$ cat config.mk
export PLATFORM = sky130hd
export DESIGN_NAME = resp_fifo
export DESIGN_NICKNAME = d
export VERILOG_FILES = /design/src/rtl/resp_fifo.sv
export SDC_FILE = /design/constraint.sdc
export NUM_CORES = 1
export LEC_CHECK = 0
export CAP_MARGIN = 5
export CORE_UTILIZATION = 57
export DETAILED_ROUTE_END_ITERATION = 7
export PLACE_DENSITY = 0.85
export SYNTH_ARGS = -nofsm -noshare
export SYNTH_HDL_FRONTEND = slang
export SYNTH_SLANG_ARGS = --single-unit
$ cat constraint.sdc
create_clock -name clk -period 2.7 [get_ports clk]
set_input_delay 0.54 -clock clk [delete_from_list [all_inputs] [get_ports clk]]
set_output_delay 0.54 -clock clk [all_outputs]
set_load 0.01 [all_outputs]
$ cat src/rtl/resp_fifo.sv
// Synchronous FIFO holding expected values; no write-to-read bypass, so an
// entry written at edge N is first visible at the head after that edge.
module resp_fifo #(
    parameter int unsigned WIDTH = 4,
    parameter int unsigned DEPTH = 8
) (
    input  logic             clk,
    input  logic             rst_n,
    input  logic             i_push,
    input  logic [WIDTH-1:0] i_data,
    input  logic             i_pop,
    output logic [WIDTH-1:0] o_data,
    output logic             o_full,
    output logic             o_empty
);
    localparam int unsigned AW = $clog2(DEPTH);
    localparam int unsigned CW = AW + 1;

    logic [WIDTH-1:0] r_mem [DEPTH];
    logic [AW-1:0]    r_wr_ptr;
    logic [AW-1:0]    r_rd_ptr;
    logic [CW-1:0]    r_count;
    logic             w_push;
    logic             w_pop;

    assign o_full  = (r_count == CW'(DEPTH));
    assign o_empty = (r_count == '0);
    assign w_push  = i_push && !o_full;
    assign w_pop   = i_pop && !o_empty;
    assign o_data  = r_mem[r_rd_ptr];

    // Storage is not reset; only occupancy decides what is readable.
    always_ff @(posedge clk) begin
        if (w_push) begin
            r_mem[r_wr_ptr] <= i_data;
        end
    end

    always_ff @(posedge clk or negedge rst_n) begin
        if (!rst_n) begin
            r_wr_ptr <= '0;
            r_rd_ptr <= '0;
            r_count  <= '0;
        end else begin
            if (w_push) begin
                r_wr_ptr <= r_wr_ptr + AW'(1);
            end
            if (w_pop) begin
                r_rd_ptr <= r_rd_ptr + AW'(1);
            end
            case ({w_push, w_pop})
                2'b10:   r_count <= r_count + CW'(1);
                2'b01:   r_count <= r_count - CW'(1);
                default: r_count <= r_count;
            endcase
        end
    end

endmodule

After elaboration in Yosys (flattened, before gate mapping)
Memory sizes are Yosys's and may differ from the RTL's.
Cells that the tools add are included.
Word-level totals
  register bits: 10
  memory bits (writable): 32
  output and inout port bits: 6
  memories kept: 1
Operators by class
  add/sub/neg operators: 4
  equality and inequality tests: 3
  mux-type cells: 3
  reduce and logical (&&, ||, !) cells: 6
Memory list
  r_mem: depth 8, bits a word 4, read ports 1, clocked after Yosys merged registers in 0, wr ports 1, RTL line 19  | logic [WIDTH-1:0] r_mem [DEPTH];
Operators by type and width (number)
  4-bit one-hot mux with 2 select lines: 1
  3-bit by 1-bit adder with 3-bit output, second input constant: 2
  4-bit by 1-bit adder with 4-bit output, second input constant: 1
  4-bit == test, second input constant: 1
  4-bit zero test: 1
  4-bit by 1-bit subtractor with 4-bit output, second input constant: 1
  2-bit by 1-bit == test with 1-bit output, second input constant: 1
  2-bit == test, second input constant: 1
  1-bit logical AND: 2
  1-bit zero test: 2
  1-bit two-way mux: 2
  2-bit nonzero test: 1

Depth between registers and ports, before layout
  depth after elaboration: 5
  gate-level depth with buffers: 7

Least setup slack after synthesis
Ideal clock, no wire load.
  path kind: register to register
  from: register r_count[0]
  to: register r_count[3]
  library setup time: 134 ps
  data arrival time: 2365 ps
  slack: 201 ps
  stages on the path, launching flop included: 8
  buffers on the path: 0
  cell sequence: dfrtp_1 or4b_4 nand2_4 ha_1 ha_1 or4b_1 o311ai_0 o211ai_1
Between the ends
  word-level cells in the longest chain between the ends: 5
  elaborated cells on any way between the ends: 12
  those cells by class: 2 x add/sub; 3 x eq/ne; 1 x mux; 6 x reduce/logical
RTL lines
  start, declared: RTL line 22  | logic [CW-1:0] r_count;
  start signal, assigned: RTL line 52  | 2'b10: r_count <= r_count + CW'(1);
  start signal, assigned: RTL line 53  | 2'b01: r_count <= r_count - CW'(1);
  start signal, assigned: RTL line 54  | default: r_count <= r_count;
  4-bit == test / 4-bit zero test (equally long branches): RTL line 26, 27
  1-bit zero test, on equally long branches: RTL line 28, 29
  1-bit logical AND, on equally long branches: RTL line 28, 29
  2-bit by 1-bit == test with 1-bit output / 2-bit == test (equally long branches): RTL line 51  | case ({w_push, w_pop})
  4-bit one-hot mux with 2 select lines / 2-bit nonzero test (equally long branches)
Several ways; a longest one is shown, not always the timed one.
A chain may end at the register's enable or synchronous reset.

Worst setup path in the final report
  from: register r_rd_ptr[0]
  to: output port o_data[0]
Between the ends
  word-level cells in the longest chain between the ends: 1
RTL lines
  start, declared: RTL line 21  | logic [AW-1:0] r_rd_ptr;
  start signal, assigned: RTL line 49  | r_rd_ptr <= r_rd_ptr + AW'(1);
  memory read 8 x 4 bit
  end, declared: RTL line 12  | output logic [WIDTH-1:0] o_data,
No other way between the ends.

==> summary.txt <==
Status
  – Status: finished clean

Logic synthesis
  – Mapped Nets: 127
  – Synth top area cells: edfxtp_1, dfrtp_1, mux4_2, ha_1, mux2_2
  – Share of the synthesized area in the top cell type: 51.8%
  – Seq/Total Area, Yosys: 65.2%
  – Post-synthesis async set-or-reset flop share: 23.8%
  – Yosys reg bits: 42
  – Synth area leader: edfxtp_1
  – Cells after Synth: 113
  – Syn. warnings: 0
  – Netlist cell types: 31
  – Mapped cell area: 0.00186 mm2
  – Top_reg_cell synth: edfxtp_1
  – Syn Area/Cell: 16.4 um2
  – Post-synth EDFFs: 32

Power and ir drop
  – Power Dens Cells: 1020 mW/mm2
  – P_leak: 0.793 nW
  – VDD IR max: 535 uV

Setup path
  – Arrival time worst endpoint: 2.10 ns
  – RR Startpoint: r_count[1]
  – Startpoint types: flip-flop
  – Worst setup EP type: output port
  – Critical Path RT: 2.16 ns
  – CP startpoint: r_rd_ptr[0]
  – CP max FO: 7
  – Crit Path Class: flip-flop to output port

Routing
  – Final ANT Viol Nets: 0
  – Vias: 1069
  – DRC Markers: 0
  – WL final: 3.28 mm
  – DR vias/cell: 5.72
  – DRT iter0 DRCs: 43
  – TritonRoute pass-1 iters: 4
  – DR WL/cell: 17.5 um

Clocking
  – Root cell of the clock tree: clkbuf_4
  – Clock slew at reported path FFs: 0.12 ns
  – Num CTS Buffers: 5
  – Clk sink count: 42
  – H-tree levels: 2
  – Clock latency on the worst-skew pair: 0.36 ns
  – CTS tree: yes
  – CTS Buffer Depth: 2

Die
  – Core ar.: 0.00308 mm2
  – Die width: 59.1 um
  – Starting Density: 60.3%
  – Die Y: 59.1 um
  – Die footprint: 0.00349 mm2
  – I/O pin count: 14
  – Number of core rows: 20

Job
  – Max cap viols: 0

Placed design
  – Dpl hpwl: 2.35 mm
  – RD Place Congestion: 0.804
  – Port Buffers: 13

Timing
  – Worst slew margin: 67.5%
  – Fin crit period: 2.64 ns
  – Least-Margin Pin Slew: 0.486 ns
  – Unrepaired setup endpoints after global routing: false
  – Final Skew: 0.00376 ns
  – Final setup viols: 0
  – Final Hold Fails: 0
  – Final Cycle Share: 97.8%
  – Final Slew Violations: 0
  – Setup TNS: 0 ns
  – Fmax: 379 MHz

Min path
  – Hold Path Class: primary input to asynchronous set/reset pin

GRT
  – Tot GR Track Use: 21.5%
  – Initial antenna violation count: 0
  – Largest net degree at the start of global routing: 14
  – Vias in the first global route: 1051
  – Wire length of the first global-routing pass: 5.05 mm
  – GRT Residual Overflow: 0

Final layout
  – Area Overhead vs Synth: 17.7%
  – Fin util: 71.0%
  – Share of post-route cells with drive strength above 1: 26.6%
  – Final net count: 156
  – N_diodes: 0
[timing repair]
item                                    CTS  global route
cloned                                    0             0
endpoints found under the setup margin    4             3
hold buffers                              0             0
setup buffers                             1             4
resized for setup                         4             3
[metal layers]
metal | global-route usage, % | vias up | part of all wire [%] | routed length [um]
met3 | 4.37 | 9 | 4.2 | 138
met1 | 25.2 | 533 | 41 | 1340
li1 | - | 492 | - | -
met4 | 12.2 | 0 | 2.2 | 73
met2 | 36.9 | 35 | 53 | 1730
met5 | 0 | - | 0 | 0
[through the flow]
| step | hold slack, ns | power [mW] | setup slack (ns) | std cells | cell area (um2) |
|---|---|---|---|---|---|
| 2_1_floorplan | 0.244 | 1.56 | 0.201 | 113 | 1860 |
| 3_3_place_gp | 0.506 | 1.84 | 0.152 | 174 | 2080 |
| 3_5_place_dp | 0.540 | 1.90 | 0.00992 | 174 | 2080 |
| 4_1_cts | 0.511 | 2.20 | 0.000421 | 183 | 2150 |
| 5_1_grt | 0.526 | 2.35 | 0.0160 | 187 | 2180 |
| 6_report | 0.495 | 2.23 | 0.0594 | 187 | 2180 |
[cells by family (layout without fill, tap and decap cells)]
logic type / Yosys count / in the layout / share of synthesized area (%)
flip-flops: 42 / 42 / 65.2
buffers and inverters: 9 / 39 / 1.89
adder cells (fa/ha/maj): 6 / 6 / 4.45
AO/OA/AOI/OAI: 7 / 7 / 3.17
XOR/XNOR: 6 / 6 / 2.83
AND/OR/NAND/NOR: 28 / 28 / 8.56
multiplexers: 15 / 15 / 13.9
[sequential cells by signal, indices dropped and copies added, names as in the netlist]
signal / count
r_count: 4
r_rd_ptr: 3
r_wr_ptr: 3
r_mem: 32
[synthesized netlist by cell type, drive strengths merged, types with 2 or more instances]
cell and instances:
nand2b 2, inv 6, xnor2 5, ha 5, clkbuf 2, nor3 2
mux2 6, nor2 6, a21oi 2, nor3b 3, or4b 2, nand2 7
dfrtp 10, nand3 4, mux4 8, edfxtp 32
[report_power, final]
group / switching, mW / internal (mW) / leakage (nW)
registers: 0.149 / 0.852 / 0.408
logic: 0.399 / 0.529 / 0.356
clock network: 0.201 / 0.0968 / 0.0286
[placed cells by master, fill, tap and decap left out, types with 2 or more instances in the layout]
| cell | netlist | final |
|---|---|---|
| edfxtp_1 | 32 | 32 |
| buf_4 | 0 | 11 |
| clkdlybuf4s50_1 | 0 | 10 |
| dfrtp_1 | 10 | 9 |
| mux4_2 | 8 | 8 |
| nand2_1 | 6 | 6 |
| nor2_1 | 6 | 6 |
| xnor2_1 | 5 | 5 |
| clkbuf_4 | 0 | 5 |
| mux2_2 | 4 | 4 |
| inv_1 | 4 | 4 |
| nand3_1 | 4 | 4 |
| ha_1 | 5 | 4 |
| nor3b_1 | 3 | 3 |
| inv_2 | 2 | 2 |
| nand2b_1 | 2 | 2 |
| nor3_1 | 2 | 2 |
| mux2_1 | 2 | 2 |
| a21oi_1 | 2 | 2 |
| dlygate4sd2_1 | 0 | 2 |
[worst paths after layout]
check	to	depth (start not counted)	slack, ns
worst max register to register	r_count[3]	7	0.11
worst max-delay path	o_data[0]	4	0.06
max in group asynchronous	r_rd_ptr[1]	1	1.85
worst min register to register	r_wr_ptr[0]	1	0.55
min in group clk	r_wr_ptr[0]	1	0.55
worst min-delay path	r_count[1]	1	0.50
[worst max-delay path: stages, from the launching register on]
cell             delay, ns
dfrtp_1               0.38
buf_8                 0.13
mux4_2                0.50
mux2_2                0.27
clkdlybuf4s50_1       0.47
[cell type report]
class                           count  area, um2
Inverter                            6       22.5
Clock inverter                      3       16.3
Timing Repair Buffer               25        228
Multi-Input combinational cell     62        613
Clock buffer                        5       37.5
Sequential cell                    42       1210
Tap cell                           44       55.1
Fill cell                         211        893
Note: power is estimated with default switching activity, not from simulation.
